==> config.mk <==
export PLATFORM = sky130hd
export DESIGN_NAME = pipeline_hazard_ctrl
export DESIGN_NICKNAME = d
export VERILOG_FILES = /design/src/rtl/arch_pkg.sv /design/src/rtl/hazard_detect.sv /design/src/rtl/pipeline_hazard_ctrl.sv
export SDC_FILE = /design/constraint.sdc
export NUM_CORES = 1
export LEC_CHECK = 0
export BUFFER_PORTS_ARGS = -buffer_cell sky130_fd_sc_hd__buf_4
export CORE_MARGIN = 5
export CORE_UTILIZATION = 49
export CTS_CLUSTER_SIZE = 14
export DETAILED_ROUTE_END_ITERATION = 16
export HOLD_SLACK_MARGIN = 0.02
export PLACE_DENSITY = 0.8
export SYNTH_ARGS = -nofsm -noshare
export SYNTH_HDL_FRONTEND = slang
export SYNTH_SLANG_ARGS = --single-unit
export TNS_END_PERCENT = 10
==> constraint.sdc <==
create_clock -name clk -period 2.7 [get_ports clk]
set_clock_uncertainty 0.05 [all_clocks]
set_input_delay 0.135 -clock clk [delete_from_list [all_inputs] [get_ports clk]]
set_output_delay 0.135 -clock clk [all_outputs]
set_load 0.005 [all_outputs]
==> src/rtl/arch_pkg.sv <==
// arch_pkg: shared widths and hazard-controller state encoding
package arch_pkg;
  localparam int ADDR_W = 32;
  localparam int REG_AW = 4;
  typedef enum logic [1:0] {RUN = 2'd0, WAIT_MEM = 2'd1, FLUSH = 2'd2} state_t;
endpackage

==> src/rtl/hazard_detect.sv <==
// hazard_detect: RAW compare of ID sources against EXE/MEM destinations
module hazard_detect #(
  parameter int REG_AW = arch_pkg::REG_AW
) (
  input  logic              id_valid,
  input  logic [REG_AW-1:0] id_src1,
  input  logic [REG_AW-1:0] id_src2,
  input  logic              id_two_src,
  input  logic [REG_AW-1:0] exe_dest,
  input  logic              exe_wb_en,
  input  logic              exe_mem_r_en,
  input  logic [REG_AW-1:0] mem_dest,
  input  logic              mem_wb_en,
  input  logic              fwd_en,
  output logic              hazard
);
  logic exe_hit, mem_hit;
  assign exe_hit = exe_wb_en & (exe_dest == id_src1 | id_two_src & exe_dest == id_src2);
  assign mem_hit = mem_wb_en & (mem_dest == id_src1 | id_two_src & mem_dest == id_src2);
  // with forwarding only a load in EXE cannot be bypassed in time
  assign hazard = id_valid & (fwd_en ? exe_mem_r_en & exe_hit : exe_hit | mem_hit);
endmodule

==> src/rtl/pipeline_hazard_ctrl.sv <==
// pipeline_hazard_ctrl: freeze/flush/redirect control for the fetch stage and IF/ID register
module pipeline_hazard_ctrl #(
  parameter int ADDR_W       = arch_pkg::ADDR_W,
  parameter int REG_AW       = arch_pkg::REG_AW,
  parameter int FLUSH_CYCLES = 1,
  parameter int CNT_W        = 16
) (
  input  logic              clk,
  input  logic              rst,
  input  logic              id_valid,
  input  logic [REG_AW-1:0] id_src1,
  input  logic [REG_AW-1:0] id_src2,
  input  logic              id_two_src,
  input  logic [REG_AW-1:0] exe_dest,
  input  logic              exe_wb_en,
  input  logic              exe_mem_r_en,
  input  logic [REG_AW-1:0] mem_dest,
  input  logic              mem_wb_en,
  input  logic              fwd_en,
  input  logic              exe_branch_taken,
  input  logic [ADDR_W-1:0] exe_branch_addr,
  input  logic              mem_req,
  input  logic              mem_ready,
  output logic              freeze,
  output logic              flush,
  output logic              Branch_taken,
  output logic [ADDR_W-1:0] BranchAddr,
  output logic              mem_stall,
  output logic [CNT_W-1:0]  stall_cnt,
  output logic [CNT_W-1:0]  flush_cnt
);
  import arch_pkg::*;
  localparam int FW = FLUSH_CYCLES > 1 ? $clog2(FLUSH_CYCLES) : 1;
  localparam logic [FW-1:0] RELOAD = FW'(FLUSH_CYCLES - 1);
  state_t            state;
  logic [FW-1:0]     fcnt;
  logic              pend_valid;
  logic [ADDR_W-1:0] pend_addr;
  logic              hazard, issue;
  hazard_detect #(.REG_AW(REG_AW)) u_hd (
    .id_valid    (id_valid),
    .id_src1     (id_src1),
    .id_src2     (id_src2),
    .id_two_src  (id_two_src),
    .exe_dest    (exe_dest),
    .exe_wb_en   (exe_wb_en),
    .exe_mem_r_en(exe_mem_r_en),
    .mem_dest    (mem_dest),
    .mem_wb_en   (mem_wb_en),
    .fwd_en      (fwd_en),
    .hazard      (hazard)
  );
  assign mem_stall    = rst & mem_req & ~mem_ready;
  assign issue        = rst & (exe_branch_taken | pend_valid) & ~mem_stall;
  assign Branch_taken = issue;
  assign BranchAddr   = issue ? (pend_valid ? pend_addr : exe_branch_addr) : '0;
  // a redirect discards the instruction in ID, so its hazard no longer matters
  assign freeze       = mem_stall | (rst & hazard & ~issue);
  assign flush        = issue | (rst & state == FLUSH);
  always_ff @(posedge clk) begin
    if (!rst) begin
      state      <= RUN;
      fcnt       <= '0;
      pend_valid <= 1'b0;
      pend_addr  <= '0;
      stall_cnt  <= '0;
      flush_cnt  <= '0;
    end else begin
      if (issue) pend_valid <= 1'b0;
      else if (exe_branch_taken & mem_stall & ~pend_valid) begin
        pend_valid <= 1'b1;
        pend_addr  <= exe_branch_addr;
      end
      stall_cnt <= stall_cnt + CNT_W'(freeze & ~&stall_cnt);
      flush_cnt <= flush_cnt + CNT_W'(issue & ~&flush_cnt);
      if (issue && FLUSH_CYCLES > 1) begin
        state <= FLUSH;
        fcnt  <= RELOAD;
      end else begin
        case (state)
          RUN:      if (mem_stall) state <= WAIT_MEM;
          WAIT_MEM: if (!mem_stall) state <= RUN;
          FLUSH:    if (!mem_stall) begin
            if (fcnt == FW'(1)) state <= RUN;
            else fcnt <= fcnt - FW'(1);
          end
          default:  state <= RUN;
        endcase
      end
    end
  end
endmodule

==> results.yml, run 1 <==
timing:
  post-route-min-period_ps: 2448
  fin_crit_sh_pct: 90.67
  fin_ws_ps: 251.9
  tightestPinTransition_ps: 598.2
  setup_viol: 0
  fmax_mhz: 408.5
  setup-tns-final_ps: 0
  slew_violations: 0
  rsz0062_at_grt: "no"
  slew_headroom_pct: 60.00
  hold_viol: 0
  holdWs_ps: 34.60
power:
  switching_share_pct: 25.39
  p_seq_share_pct: 48.7
  power_density_nw_per_um2: 413.1
  pwr-share-comb_pct: 14.5
  worst_ir_drop_vdd_uv: 340.9
  power.share.clock_pct: 36.8
  leakage_nw: 2.041
  intPower_w: 0.001498
  power.total_w: 0.002008
  p_switching_w: 0.0005099
drt:
  routed_wl_mm: 8.975
  drt_iter0_markers: 83
  vias: 3187
  post_drt_wl_per_cell_microns: 14.20
  drc: 0
  viasPerCell: 5.043
  drtAntennaViolNets: 0
  drtPass1Iterations: 5
place:
  place_congestion: 0.8172
  dpl-instance-area_sq_um: 4388
  dpl.hpwl_mm: 6.290
  port_buffers: 126
  place_ws_ps: 284.0
flow_run:
  drv_cap: 0
clock_tree:
  insertion_delay_ps: 340
  clockBufferDepth: 2
  cts_setup_buffers: 0
  cts_sinks: 65
  tritoncts: "done"
  cts-root-buf: "clkbuf_8"
  path_clk_slew_ps: 80
  htreeDepth: 3
  numCtsBuffers: 9
critical_path:
  crit_path_start_kind: "input pin"
  critPathKind: "in -> reg"
  critPathRequiredTime_ps: 2890
  worstPathMaxFanout: 5
  end_kind: "register"
  arrival_ps: 2630
  r2r_setup_slack_ps: 420
run_status:
  status: "complete, no violations"
logic_synthesis:
  seq_area_frac_synth_pct: 38.55
  synthFlopType: "dfxtp_1"
  synth.cell_area_sq_um: 3376
  ys_warn_count: 0
  synth.distinct_cells: 32
  netlist_instances: 399
  syn-num-nets: 462
  async_reset_ff_share_pct: 0
  yosysTopAreaCellShare_pct: 38.55
  synth_top_cell_by_area: "dfxtp_1"
  synth-edff-count: 0
  avgSynthCellArea_sq_um: 8.460
  ys_ff_latch: 65
  synthTopCellsByArea: "dfxtp_1 39%, mux2i_1 9.5%, nand2_1 8.3%"
final_layout:
  final_cell_mix: "130 x buf_4, 75 x nand2_1, 64 x dfxtp_1"
  drive_gt1_share_pct: 27.72
  antenna_cells: 0
  area_growth_pct: 44.03
  final.fill_count: 525
  final_nets: 610
  final_common_cell: "buf_4"
  final_design_area_no_fill_sq_um: 4862
floorplan:
  floorplan.rows: 30
  chipWidth_microns: 93
  die_area_sq_um: 8649
  die_y_microns: 93
  io_pins: 127
  core_sq_um: 6756
  start_util_pct: 49.96
global_routing:
  grt_pass1_wl_mm: 14.84
  grt_max_degree: 36
  grt_overflow: 0
  grt_pass1_vias: 3212
  grt.total_usage_pct: 21.09
  antenna_found_initial: 0
hold_path:
  hold_path_class: "in -> reg"
-- what timing repair did --
item / in CTS / in global routing
resized for setup: 0 / 1
endpoints found under the hold margin: 29 / 0
setup endpoints to repair: 0 / 1
hold buffers: 29 / 0
-- final timing paths --
kind                       startpoint       endpoint  depth (start not counted)
setup / recovery     exe_branch_taken  stall_cnt[14]                         13
hold reg to reg         pend_addr[15]  pend_addr[15]                          2
setup reg to reg           pend_valid  stall_cnt[14]                         11
hold / removal    exe_branch_addr[10]  pend_addr[10]                          3
-- synthesized netlist by cell type, drive strengths merged (2+ instances only) --
cell / count
nor3: 2
o21ai: 2
ha: 4
nand3: 17
mux2i: 32
xnor2: 30
and4: 7
nand2: 75
buf: 11
o41ai: 2
and3: 4
clkbuf: 13
nor2: 37
inv: 3
xor2: 13
dfxtp: 65
nand4: 6
a21boi: 33
and2: 32
nor2b: 2
-- routing by layer --
| layer | GRT usage (%) | vias to the layer above | routed length, microns |
|---|---|---|---|
| met1 | 25.59 | 1477 | 3902 |
| met3 | 5.390 | 8 | 564 |
| li1 | - | 1618 | - |
| met4 | 7.448 | 0 | 76 |
| met5 | 0 | - | 0 |
| met2 | 36.11 | 84 | 4432 |
-- cell type report --
type,count,area (sq um),area share (%)
flip-flops and latches,65,1303,26.79
clock buffers,10,137.6,2.831
clock inverters,6,43.79,0.9007
multi-input cells,307,1961,40.32
repair buffers,161,1306,26.87
well taps,80,100.1,2.059
inverters,3,11.26,0.2316
-- sequential cells by signal, summed over array words and instances, names as in the netlist --
name / cells
stall_cnt: 16
flush_cnt: 16
pend_addr: 32
pend_valid: 1
-- power by group through the flow --
stage	Combinational, W	Clock [W]	Sequential [W]
finish	0.000291	0.000738	0.000979
global route	0.000319	0.000816	0.000980
CTS	0.000291	0.000761	0.000979
detailed placement	0.000256	0	0.00100
global placement	0.000251	0	0.00100
floorplan	0.000115	0	0.000999
-- through the flow --
stage / cells / util (%)
detailed placement: 587 / 64.94
global placement: 587 / 64.94
floorplan: 399 / -
finish: 632 / 71.96
global route: 632 / 71.96
CTS: 632 / 71.93
-- critical path, cell delays in order --
cell and delay, ps:
dlygate4sd3_1 560, buf_4 150, nor2_1 120, or3b_2 200, nand3_1 100, a32o_1 210
a21oi_1 130, ha_1 240, ha_2 240, nand2_1 120, nor3_1 190, xor2_1 90
and2_1 150
-- kinds of logic (layout without fill, tap and decap cells) --
kind of cell	Yosys count	after routing	synth area share [%]
multiplexers	32	32	9.489
XOR/XNOR	43	43	11.16
AND/OR/NAND/NOR	186	186	26.43
adder cells (fa/ha/maj)	4	4	1.483
flip-flops	65	65	38.55
AO/OA/AOI/OAI	42	42	9.266
buffers and inverters	27	180	3.632
Power figures use the tool's default switching activity.
==> run 2, diff against run 1 <==
--- a/config.mk
+++ b/config.mk
@@ -6,12 +6,14 @@
 export NUM_CORES = 1
 export LEC_CHECK = 0
 export BUFFER_PORTS_ARGS = -buffer_cell sky130_fd_sc_hd__buf_4
+export CELL_PAD_IN_SITES_DETAIL_PLACEMENT = 1
+export CELL_PAD_IN_SITES_GLOBAL_PLACEMENT = 2
 export CORE_MARGIN = 5
-export CORE_UTILIZATION = 49
+export CORE_UTILIZATION = 28
 export CTS_CLUSTER_SIZE = 14
 export DETAILED_ROUTE_END_ITERATION = 16
 export HOLD_SLACK_MARGIN = 0.02
-export PLACE_DENSITY = 0.8
+export PLACE_DENSITY_LB_ADDON = 0.1
 export SYNTH_ARGS = -nofsm -noshare
 export SYNTH_HDL_FRONTEND = slang
 export SYNTH_SLANG_ARGS = --single-unit
==> results.yml, run 2 (same netlist as run 1, synthesis figures left out) <==
timing:
  tightestPinTransition_ps: 609.1
  fmax_mhz: 410.0
  setup-tns-final_ps: 0
  setup_viol: 0
  slew_headroom_pct: 59.39
  hold_viol: 0
  fin_ws_ps: 261.1
  slew_violations: 0
  fin_crit_sh_pct: 90.33
  rsz0062_at_grt: "no"
  post-route-min-period_ps: 2439
clock_tree:
  tritoncts: "done"
  insertion_delay_ps: 320
  numCtsBuffers: 9
  clockBufferDepth: 2
  cts_sinks: 65
  htreeDepth: 3
  cts-root-buf: "clkbuf_16"
  path_clk_slew_ps: 60
place:
  dpl.hpwl_mm: 7.526
  dpl-instance-area_sq_um: 4497
  place_congestion: 0.7436
  place_ws_ps: 251.0
  port_buffers: 126
  place_inst: 659
drt:
  viasPerCell: 4.619
  drtPass1Iterations: 4
  routed_wl_mm: 10.26
  drt_iter0_markers: 82
  post_drt_wl_per_cell_microns: 15.02
  drtAntennaViolNets: 0
  vias: 3155
  drc: 0
final_layout:
  drive_gt1_share_pct: 29.29
  largest_reg_flops: 32
  regMostFlops: "pend_addr"
  final_common_cell: "buf_4"
  final_cell_mix: "136 x buf_4, 75 x nand2_1, 64 x dfxtp_1"
  final_nets: 594
  instances_no_fill: 683
  final_design_area_no_fill_sq_um: 4886
  top_regs: "pend_addr (32), flush_cnt (16), stall_cnt (16)"
  antenna_cells: 0
  post-route-util_pct: 41.02
  area_growth_pct: 44.74
floorplan:
  chipWidth_microns: 119.8
  io_pins: 127
  start_util_pct: 28.34
  core_sq_um: 11910
  die_area_sq_um: 14350
  die_y_microns: 119.8
  floorplan.rows: 40
hold_path:
  hold_path_class: "in -> reg"
critical_path:
  arrival_ps: 2610
  r2r_setup_slack_ps: 420
  end_kind: "register"
  worstPathMaxFanout: 4
  crit_path_start_kind: "input pin"
  critPathRequiredTime_ps: 2870
  critPathKind: "in -> reg"
power:
  power_density_nw_per_um2: 499.2
  worst_ir_drop_vdd_uv: 234.5
  leakage_nw: 2.041
global_routing:
  grt_overflow: 0
  grt_pass1_vias: 3418
  antenna_found_initial: 0
  grt.total_usage_pct: 14.31
  grt_pass1_wl_mm: 16.70
  grt_max_degree: 35
run_status:
  status: "complete, no violations"
flow_run:
  drv_cap: 0
## run 2: cell types whose count changed in the layout (fill, tap and decap cells not counted), moves of 3 or more
cell	before	now
buf_4	130	136
clkbuf_8	10	1
clkinvlp_4	4	1
clkbuf_16	0	9
dlygate4sd3_1	29	8
## run 2: final cells by class
cell class	count	area (sq um)
Fill cell	1441	7025
Multi-Input combinational cell	307	1961
Sequential cell	65	1303
Timing Repair Buffer	145	1121
Clock buffer	11	242.7
Tap cell	147	183.9
Clock inverter	5	63.81
Inverter	3	11.26
## run 2: repair_timing
action                     CTS  global route
hold endpoints to repair     8             0
setup endpoints to repair    0             1
hold buffers                 8             0
buffers inserted             0             0
gates resized for setup      0             1
## run 2: power by group
part / internal (W) / switching (W)
combinational: 0.000151 / 0.000119
clock: 0.000747 / 0.000442
sequential: 0.000972 / 0.00000787
total: 0.00187 / 0.000569
## run 2: critical path: stages
cell and delay [ps]:
dlygate4sd3_1 550, buf_4 120, nor2_1 40, or3b_2 500, nand3_1 130, a32o_1 130, a21oi_1 40, ha_1 240
ha_2 220, nand2_1 130, nor2_1 70, xor2_1 140, and2_1 160
## run 2: worst paths after layout
check,from,end,cells past startpoint
min,exe_branch_addr[27],pend_addr[27],3
max,exe_branch_taken,stall_cnt[12],13
max reg2reg,pend_valid,stall_cnt[12],11
min reg2reg,pend_addr[15],pend_addr[15],2
## run 2: layer usage
metal  routed length [microns]  global-route usage [%]  part of all wire [%]
met5                         0                       0                     0
met4                       110                   4.796                   1.1
met3                       631                   4.807                   6.1
met2                      5008                   24.89                    49
met1                      4512                   16.46                    44
## run 2: stage by stage
stage | power, W | hold slack, ps
2_1_floorplan | 0.001114 | 207.1
3_3_place_gp | 0.001263 | 331.7
3_5_place_dp | 0.001267 | 330.2
4_1_cts | 0.002483 | 20.10
5_1_grt | 0.002551 | 28.31
6_report | 0.002439 | 27.79
==> run 3, diff against run 2 <==
--- a/config.mk
+++ b/config.mk
@@ -8,6 +8,7 @@
 export BUFFER_PORTS_ARGS = -buffer_cell sky130_fd_sc_hd__buf_4
 export CELL_PAD_IN_SITES_DETAIL_PLACEMENT = 1
 export CELL_PAD_IN_SITES_GLOBAL_PLACEMENT = 2
+export CORE_ASPECT_RATIO = 1.25
 export CORE_MARGIN = 5
 export CORE_UTILIZATION = 28
 export CTS_CLUSTER_SIZE = 14
==> results.yml, run 3 (same netlist as run 1, synthesis figures left out) <==
run_status:
  status: "complete, no violations"
timing:
  tightestPinTransition_ps: 613.3
  hold_viol: 0
  slew_headroom_pct: 59.11
  setup_viol: 0
  fin_crit_sh_pct: 92.24
  post-route-min-period_ps: 2490
  fmax_mhz: 401.5
  slew_violations: 0
power:
  power_density_nw_per_um2: 489.7
  leakage_nw: 2.125
  worst_ir_drop_vdd_uv: 259.2
clock_tree:
  cts_sinks: 65
  htreeDepth: 3
  cts-root-buf: "clkbuf_16"
  numCtsBuffers: 9
  insertion_delay_ps: 330
  clockBufferDepth: 2
  path_clk_slew_ps: 50
  tritoncts: "done"
floorplan:
  chipWidth_microns: 108.2
  floorplan.rows: 44
  die_area_sq_um: 14370
  core_sq_um: 11730
  io_pins: 127
  start_util_pct: 28.79
  die_y_microns: 132.8
place:
  port_buffers: 126
  place_inst: 673
  dpl.hpwl_mm: 7.593
  place_congestion: 0.8603
final_layout:
  multi_input_area_sq_um: 1961
  final_nets: 611
  antenna_cells: 0
  post-route-util_pct: 43.34
  largest_reg_flops: 32
  regMostFlops: "pend_addr"
  final_common_cell: "buf_4"
  final_cell_mix: "136 x buf_4, 75 x nand2_1, 64 x dfxtp_1"
  instances_no_fill: 713
  drive_gt1_share_pct: 28.44
  top_regs: "pend_addr (32), flush_cnt (16), stall_cnt (16)"
  final.fill_count: 1426
  seqCellArea_sq_um: 1303
  area_growth_pct: 50.56
hold_path:
  min_delay_path_depth: 3
  holdPathEnd: "pend_addr[0]"
  min_from: "exe_branch_addr[0]"
  hold_path_class: "in -> reg"
critical_path:
  worstPathMaxFanout: 5
  critPathRequiredTime_ps: 2870
  r2r_cells: 11
  arrival_ps: 2660
  r2r_end: "stall_cnt[14]"
  r2r-start: "pend_valid"
  end_kind: "register"
  critPathKind: "in -> reg"
  crit_path_start_kind: "input pin"
  crit_start: "exe_branch_taken"
  r2r_setup_slack_ps: 410
global_routing:
  antenna_found_initial: 0
  grt_pass1_wl_mm: 17.11
  grt_max_degree: 37
  grt_pass1_vias: 3526
  grt_overflow: 0
  grt.total_usage_pct: 14.90
drt:
  vias: 3242
  drtPass1Iterations: 4
  drtAntennaViolNets: 0
  drt_iter0_markers: 57
  drc: 0
  post_drt_wl_per_cell_microns: 14.86
  viasPerCell: 4.547
  routed_wl_mm: 10.60
flow_run:
  drv_cap: 0
==> run 3: cell count changes in the layout (fill, tap and decap cells not counted) <==
cell           delta
clkbuf_8          +3
clkinv_4          -2
clkbuf_1          -1
clkinv_2          +1
inv_6             -1
clkinvlp_4        -1
dlygate4sd3_1    +17
==> run 3: cell type report <==
type                       count  area share [%]
sequential                    65           25.63
tap                          161           3.964
multi-input combinational    307           38.58
timing repair buffer         162           25.41
clock buffer                  13           5.515
inverter                       3          0.2216
clock inverter                 2          0.6893
==> run 3: worst max-delay path by stage <==
stage,to,slack (ps),cells past startpoint
final,stall_cnt[14],210,13
after global routing,stall_cnt[14],-10,13
after CTS,stall_cnt[14],180,13
after detailed placement,stall_cnt[14],210,11
after global placement,stall_cnt[14],290,11
after floorplan,stall_cnt[14],330,13
==> run 3: per-layer routing <==
metal / vias up / GRT usage (%) / routed length [microns] / share of wire [%]
li1: 1622 / - / - / -
met1: 1524 / 17.02 / 4490 / 42
met5: - / 0 / 0 / 0
met4: 0 / 7.088 / 250 / 2.4
met3: 18 / 3.265 / 572 / 5.4
met2: 78 / 26.00 / 5282 / 50
==> run 3: worst max-delay path, cell delays in order <==
cell	delay, ps
dlygate4sd3_1	570
buf_4	150
nor2_1	110
or3b_2	200
nand3_1	110
a32o_1	220
a21oi_1	150
ha_1	240
ha_2	240
nand2_1	120
nor3_1	190
xor2_1	80
and2_1	150
==> run 3: per-stage QoR <==
step	setup TNS (ps)	worst slack (ps)	power (W)	hold WS, ps	area [sq um]
final	0	209.6	0.002489	31.70	5082
after global routing	-9.730	-9.730	0.002600	44.30	5082
after CTS	0	181.0	0.002546	20.01	5080
after detailed placement	0	210.9	0.001265	333.9	4514
after global placement	0	285.8	0.001260	324.4	4514
after floorplan	0	330.7	0.001114	207.1	3376
==> run 3: report_power, final <==
part	leakage (nW)	switching [W]	internal, W
Clock	0.158	0.000411	0.000808
Sequential	0.525	0.00000797	0.000973
Combinational	1.44	0.000123	0.000167
Total	2.12	0.000541	0.00195
==> run 3: what timing repair did <==
action	in CTS	in global routing
hold endpoints to repair	25	0
setup endpoints to repair	0	1
hold buffers	25	0
gates resized for setup	0	1
setup buffers	0	0
